===== config.mk =====
export PLATFORM = sky130hd
export DESIGN_NAME = upuart_tx_fifo
export DESIGN_NICKNAME = d
export VERILOG_FILES = /design/src/rtl/upuart_tx_fifo.sv
export SDC_FILE = /design/constraint.sdc
export NUM_CORES = 1
export LEC_CHECK = 0
export ABC_AREA = 1
export BUFFER_PORTS_ARGS = -buffer_cell sky130_fd_sc_hd__buf_2
export CAP_MARGIN = 5
export CORE_ASPECT_RATIO = 0.8
export CORE_MARGIN = 3
export CORE_UTILIZATION = 40
export DETAILED_ROUTE_END_ITERATION = 12
export PLACE_DENSITY = 0.52
export SLEW_MARGIN = 25
export SYNTH_ARGS = -nofsm -noshare
export SYNTH_HDL_FRONTEND = slang
export SYNTH_SLANG_ARGS = --single-unit
export TNS_END_PERCENT = 10

===== constraint.sdc =====
create_clock -name clk -period 4.35 [get_ports clk]
set_clock_uncertainty 0.05 [all_clocks]
set_input_delay 0.2175 -clock clk [delete_from_list [all_inputs] [get_ports clk]]
set_output_delay 0.2175 -clock clk [all_outputs]
set_load 0.005 [all_outputs]

===== src/rtl/upuart_tx_fifo.sv =====
// upuart_tx_fifo: 8-bit UART transmitter with a small transmit FIFO.
//
// Frames are a start bit, 8 data bits LSB first, an optional even-parity
// bit, then STOP_BITS stop bits. Each bit lasts BAUD_DIV clocks. A new frame
// starts only from IDLE when the FIFO holds a byte and cts is high.
//
// Optional feature macro: UPUART_TX_PARITY_EN (adds an even-parity bit).
//
// Ports:
//   clk      system clock, rising edge
//   rst      synchronous reset, active-high
//   data_in  byte to enqueue
//   data_wr  enqueue strobe
//   full     FIFO holds FIFO_DEPTH entries
//   empty    FIFO holds no entries
//   ovf      sticky: write attempted while full (cleared by rst only)
//   cts      peer ready, sampled only in IDLE
//   busy     frame in progress
//   txd      serial output, idle high
module upuart_tx_fifo #(
  parameter int unsigned BAUD_DIV   = 217,
  parameter int unsigned FIFO_DEPTH = 4,
  parameter int unsigned STOP_BITS  = 1
) (
  input  logic       clk,
  input  logic       rst,
  input  logic [7:0] data_in,
  input  logic       data_wr,
  output logic       full,
  output logic       empty,
  output logic       ovf,
  input  logic       cts,
  output logic       busy,
  output logic       txd
);

  localparam int unsigned PtrW = (FIFO_DEPTH > 1) ? $clog2(FIFO_DEPTH) : 1;
  localparam int unsigned CntW = PtrW + 1;
  localparam logic [15:0] BitLoad = 16'(BAUD_DIV - 1);
  localparam logic [CntW-1:0] DepthVal = CntW'(FIFO_DEPTH);
  localparam logic [2:0] LastStop = 3'(STOP_BITS - 1);

`ifdef UPUART_TX_PARITY_EN
  typedef enum logic [2:0] {StIdle, StStart, StData, StParity, StStop} state_e;
`else
  typedef enum logic [2:0] {StIdle, StStart, StData, StStop} state_e;
`endif

  logic [7:0]      mem [FIFO_DEPTH];
  logic [PtrW-1:0] head_q, tail_q;
  logic [CntW-1:0] count_q, count_d;
  logic            ovf_q;
  state_e          state_q, state_d;
  logic [15:0]     cnt_q, cnt_d;
  logic [2:0]      bit_idx_q, bit_idx_d;
  logic [7:0]      shift_q, shift_d;
  logic            push, pop, bit_done;
`ifdef UPUART_TX_PARITY_EN
  logic            parity_q;
`endif

  // Flags decode the registered count only; no path from data_wr.
  assign full     = (count_q == DepthVal);
  assign empty    = (count_q == '0);
  assign ovf      = ovf_q;
  assign busy     = (state_q != StIdle);
  assign push     = data_wr && !full;
  assign pop      = (state_q == StIdle) && !empty && cts;
  assign bit_done = (cnt_q == 16'd0);

  always_comb begin
    count_d = count_q;
    unique case ({push, pop})
      2'b10:   count_d = count_q + CntW'(1);
      2'b01:   count_d = count_q - CntW'(1);
      default: count_d = count_q;
    endcase
  end

  always_comb begin
    state_d   = state_q;
    cnt_d     = cnt_q;
    bit_idx_d = bit_idx_q;
    shift_d   = shift_q;
    case (state_q)
      StIdle: begin
        if (pop) begin
          state_d = StStart;
          cnt_d   = BitLoad;
          shift_d = mem[head_q];
        end
      end
      StStart: begin
        if (bit_done) begin
          state_d   = StData;
          cnt_d     = BitLoad;
          bit_idx_d = 3'd0;
        end else begin
          cnt_d = cnt_q - 16'd1;
        end
      end
      StData: begin
        if (bit_done) begin
          cnt_d   = BitLoad;
          shift_d = shift_q >> 1;
          if (bit_idx_q == 3'd7) begin
`ifdef UPUART_TX_PARITY_EN
            state_d = StParity;
`else
            state_d = StStop;
`endif
            bit_idx_d = 3'd0;
          end else begin
            bit_idx_d = bit_idx_q + 3'd1;
          end
        end else begin
          cnt_d = cnt_q - 16'd1;
        end
      end
`ifdef UPUART_TX_PARITY_EN
      StParity: begin
        if (bit_done) begin
          state_d   = StStop;
          cnt_d     = BitLoad;
          bit_idx_d = 3'd0;
        end else begin
          cnt_d = cnt_q - 16'd1;
        end
      end
`endif
      StStop: begin
        // bit_idx counts stop bits so the 16-bit timer never needs 2*BAUD_DIV.
        if (bit_done) begin
          if (bit_idx_q == LastStop) begin
            state_d = StIdle;
          end else begin
            bit_idx_d = bit_idx_q + 3'd1;
            cnt_d     = BitLoad;
          end
        end else begin
          cnt_d = cnt_q - 16'd1;
        end
      end
      default: state_d = StIdle;
    endcase
  end

  always_comb begin
    txd = 1'b1;
    case (state_q)
      StStart:  txd = 1'b0;
      StData:   txd = shift_q[0];
`ifdef UPUART_TX_PARITY_EN
      StParity: txd = parity_q;
`endif
      default:  txd = 1'b1;
    endcase
  end

  always_ff @(posedge clk) begin
    if (push) mem[tail_q] <= data_in;
  end

  always_ff @(posedge clk) begin
    if (rst) begin
      head_q    <= '0;
      tail_q    <= '0;
      count_q   <= '0;
      ovf_q     <= 1'b0;
      state_q   <= StIdle;
      cnt_q     <= 16'd0;
      bit_idx_q <= 3'd0;
      shift_q   <= 8'd0;
    end else begin
      if (push) tail_q <= tail_q + PtrW'(1);
      if (pop) head_q <= head_q + PtrW'(1);
      if (data_wr && full) ovf_q <= 1'b1;
      count_q   <= count_d;
      state_q   <= state_d;
      cnt_q     <= cnt_d;
      bit_idx_q <= bit_idx_d;
      shift_q   <= shift_d;
    end
  end

`ifdef UPUART_TX_PARITY_EN
  // Parity is captured at pop because the shift register is consumed by DATA.
  always_ff @(posedge clk) begin
    if (rst) begin
      parity_q <= 1'b0;
    end else if (pop) begin
      parity_q <= ^mem[head_q];
    end
  end
`endif

endmodule


Word level (Yosys, flattened, before mapping)
Memory sizes are Yosys's and may differ from the RTL's. A register that Yosys moved wholly into a read port is not among the register bits.
Cells that the tools add are included.

word-level totals
  logic and storage cells = 77
  memories kept = 1
  memory bits (writable) = 32
  input port bits = 12
  output and inout bits = 5
  register bits = 38

cells by class
  reduce and logical (&&, ||, !) cells = 20
  $add $sub $neg = 6
  eq/ne operators = 15
  mux-type cells = 27

memories
  name  words  width  rd ports  clocked after Yosys merged registers in  write ports  RTL line  source
  mem   4      8      1         1                                        1            49        logic [7:0] mem [FIFO_DEPTH];

operators by type and width
  cell                                                 number
  2-to-1 mux 16 bit                                    4
  case mux 16 bit (3 select lines)                     1
  2-to-1 mux 3 bit                                     11
  zero test 16 bit                                     1
  2-to-1 mux 8 bit                                     2
  case mux 8 bit (2 select lines)                      1
  subtractor 16 x 1 -> 16 bit, second input constant   1
  != test 2 bit, second input constant                 7
  case mux 3 bit (4 select lines)                      1
  zero test 3 bit                                      3
  case mux 3 bit (3 select lines)                      1
  nonzero test 3 bit                                   3
  adder 3 x 1 -> 3 bit, second input constant          2
  equality test 3 x 2 -> 1 bit, second input constant  2
  equality test 3 bit, second input constant           2
  case mux 3 bit (2 select lines)                      1
  AND reduction 3 bit                                  2
  AND reduction 6 bit                                  1
  AND reduction 5 bit                                  1
  adder 2 x 1 -> 2 bit, second input constant          2
  logical AND 1 bit                                    4
  2-to-1 mux 2 bit                                     2
  nonzero test 2 bit                                   2
  equality test 3 x 1 -> 1 bit, second input constant  1
  8 further kinds                                      10

Longest topological paths before layout
  word-level depth = 6
  depth in mapped cells = 11
  mapped depth without buffers = 11

Worst setup path before layout
OpenSTA, ideal clock, no wires.

  path kind = reg2reg
  start point = reg count_q[0]
  end point = reg count_q[2]
  library setup time = 0.122 ns
  slack = 2.303 ns
  required time = 4.178 ns
  cell stages (with the launch flop) = 11
  buffers on the path = 0
  arrival time = 1.875 ns
  clock period less this slack = 2.047 ns
  path through = dfxtp_1 > nor3_1 > nor2_1 > inv_1 > ha_1 > inv_1 > fa_1 > a21oi_1 > o21ai_0 > o21ai_0 > a21oi_1

between the ends
  elaborated cells on any way between the ends = 13
  those cells by class = add/sub: 2; eq/ne: 3; mux: 1; reduce/logical: 7

RTL lines
  item                                                                          RTL line  source
  from (decl)                                                                   51        logic [CntW-1:0] count_q, count_d;
  from (signal assigned)                                                        178       count_q <= count_d;
  equality test 3 bit (*)                                                       63        assign full = (count_q == DepthVal);
  via full                                                                      29        output logic full,
  zero test 1 bit (*)                                                           67        assign push = data_wr && !full;
  logical AND 1 bit (*)                                                         67
  equality test 2 x 1 -> 1 bit / equality test 2 bit (equally long branches)    73        unique case ({push, pop})
  case mux 3 bit (2 select lines) / nonzero test 2 bit (equally long branches)  --

The timed path passes the listed nets; every way through them passes the cells marked *.
A chain may end at the register's enable or synchronous reset.

Worst setup path after layout
  start point = reg state_q[0]
  end point = reg count_q[2]

between the ends
  cells in the longest elaborated chain, start to end = 5
  elaborated cells on any way between the ends = 7
  those cells by class = eq/ne: 2; mux: 1; reduce/logical: 4

RTL lines
  item                                                                          RTL line  source
  from (decl)                                                                   53        state_e state_q, state_d;
  from (signal assigned)                                                        170       state_q <= StIdle;
  from (signal assigned)                                                        179       state_q <= state_d;
  zero test 3 bit (*)                                                           68        assign pop = (state_q == StIdle) && !empty && cts;
  logical AND 1 bit (*) (2 in series)                                           68
  via pop                                                                       57        logic push, pop, bit_done;
  equality test 2 x 1 -> 1 bit / equality test 2 bit (equally long branches)    73
  case mux 3 bit (2 select lines) / nonzero test 2 bit (equally long branches)  --

Marks and branches as above.

==> metrics.txt <==
worst path required time=4.53 ns; latest clock arrival within the worst-skew pair=0.34 ns; I/O pins=17; syn nets=between 400 and 500; PostCTS Resize Cnt=0; Setup Viol. Count Final=0; worst vdd ir=roughly 0.37 mV; vias in the first global route=2494; crit-path cells=inv_1, ha_1, nand3_1, inv_1, ha_1, inv_1, fa_1, a21oi_1, o21ai_0, o21ai_0, a21oi_1; fraction of layout cells with a size suffix above 1=0.113; Layout area overhead=11.4%; post-synthesis adder-cell area fraction=0.0524; Final min period=between 2 and 2.5 ns; Final ANT Viol Nets=0; Startpoint Class=flop; Worst path max stage delay=roughly 0.38 ns; Final period util=0.539; Clock Tree Buf Depth=2; Finished Cell Area=between 0.003 and 0.004 mm²; LEAKAGE=between 1.5 and 2 nW; grt ovf=0; site row count=29; synthesized flop and latch total=71; most frequent cells in the layout=nand2_1 (91), nor2_1 (70), inv_1 (43), o21ai_0 (43), dfxtp_1 (39); routed length per instance=13.2 µm; YS warnings=0; number of max-cap violations=0; RSZ-0062 raised after global routing=no; Port Buf Inserts=16; CTS tree=built; simple-gate portion of the synthesized area=0.247; CTS clock-pin slew for the worst setup and hold paths=about 0.080 ns; root buffer cell=clkbuf_8; Post-CTS Setup Inserts=0; aggregate global-route resource usage=0.163; commonest non-fill, non-tap cell in the layout=nand2_1; nets=around 470; post-synthesis sequential area ratio=0.499; hpwl dp=roughly 5100 µm; Placed Area=0.00365 mm²; Hold Fails Final Rpt=0; Post-Synth XOR/XNOR Area=0.00502; Initial DRC Count=115; largest net degree at the start of global routing=22; H-Tree Depth=3; Rel. slew slack=0.419; power per cell area=roughly 730 mW/mm²; Post-Route WL=approximately 7400 µm; status=finished clean; Distinct cells, synth=31; area of the core=around 0.008 mm²; Fmax=0.427 GHz; reg2reg setup slack=between 2 and 2.5 ns; Slowest cell on crit path=fa_1; setup TNS=0 ns; min-delay worst type=in -> reg; CP dominant cell by count=inv_1; Die Width=110 µm; Setup CP Type=reg -> reg; post-synthesis mux area share=0; starting density of the core=0.425; drt drc=0; largest family of logic cells by synthesized area=simple AND/OR/NAND/NOR gates; Worst Path Arrival=around 2.5 ns; Pre-Repair DR Iteration Count=4; Worst Setup End Kind=flop; vias post-DR=approximately 2700; CP Max Fanout=7; Pins Over Slew Limit=0; CTS Sinks=71; ant diodes=0; Post-Syn Area=~0.0035 mm²; die area=slightly below 0.01 mm²; Synth Area in Compound Gates=0.129; Num CTS Buffers=9; initial antenna violation count=0; Syn Inst Count=430; worst-margin pin slew=between 0.8 and 0.9 ns; # hold bufs at CTS=0; vias per cell=~5; RePlAce Congestion=slightly below 0.8; Avg Synthesized Cell Area=8.11 µm²; die height=89.5 µm; first-pass GRT wire length=12700 µm
metrics by stage:
step / setup WS, ns / util / instances / total power [mW] / hold slack (ns)
floorplan: 2.30 / - / 430 / 1.96 / 0.266
global placement: 2.15 / 0.445 / 545 / 2.23 / 0.388
detailed placement: 2.03 / 0.445 / 545 / 2.24 / 0.387
CTS: 2.02 / 0.474 / 561 / 2.88 / 0.0188
global route: 1.84 / 0.474 / 561 / 3.13 / 0.0132
finish: 2.01 / 0.474 / 561 / 2.86 / 0.0343
synthesized netlist by cell type (all sizes together):
cell,number,share of area
a21o,1,0.0022
a21oi,35,0.050
buf,4,0.0093
clkbuf,5,0.0054
clkinv,3,0.0047
dfxtp,39,0.22
edfxtp,32,0.28
fa,1,0.0057
ha,13,0.047
inv,45,0.048
nand2,96,0.11
nand3,18,0.029
nand4,4,0.0072
nor2,75,0.089
nor3,2,0.0029
o21a,2,0.0043
o21ai,45,0.066
o21bai,3,0.0065
or2,5,0.0090
xnor2,1,0.0025
xor2,1,0.0025
logic make-up after synthesis:
group	count (synthesis)
simple gates	200
compound gates	86
flops	71
buf+inv	57
fa+ha+maj	14
xor+xnor	2
power breakdown:
group | internal (mW) | leakage, nW | switching [mW]
clock network | 0.377 | 0.117 | 0.251
registers | 0.849 | 0.613 | 0.127
logic | 0.426 | 0.882 | 0.827
routing by layer:
metal  global-route usage  share of wire  routed length [µm]  vias up
met4               0.0537         0.0086                  64        0
met3               0.0467          0.043                 317        4
met2                0.240           0.41                3030       39
met1                0.232           0.54                4010     1253
met5                    0              0                   0        -
li1                     -              -                   -     1433
critical path, delay by kind of cell (launching register included):
| family | cells | cell delay (ns) |
|---|---|---|
| and+or+nand+nor | 1 | 0.26 |
| DFF | 1 | 0.35 |
| buffers and inverters | 3 | 0.26 |
| adders and majority gates | 3 | 0.85 |
| AOI/OAI and AO/OA | 4 | 0.48 |
flip-flops by register name (all words and copies together) (netlist names), named ones only:
name / count
ovf: 1
tail_q: 2
cnt_q: 16
shift_q: 8
state_q: 2
count_q: 3
mem: 32
head_q: 2
bit_idx_q: 3
area by class of cell:
| cell class | instances | area [µm²] |
|---|---|---|
| clock buffers | 9 | 124 |
| repair buffers | 16 | 80.1 |
| fillers | 831 | 4310 |
| well taps | 108 | 135 |
| multi-input cells | 302 | 1510 |
| flip-flops and latches | 71 | 1740 |
| clock inverters | 7 | 111 |
| inverters | 48 | 185 |
path summary, 6_finish.rpt:
kind / startpoint / to / cells after the start
setup / recovery: state_q[0] / count_q[2] / 11
setup reg to reg: state_q[0] / count_q[2] / 11
hold / removal: data_in[6] / mem[2][6] / 1
hold reg to reg: ovf / ovf / 2
Power figures use the tool's default switching activity.
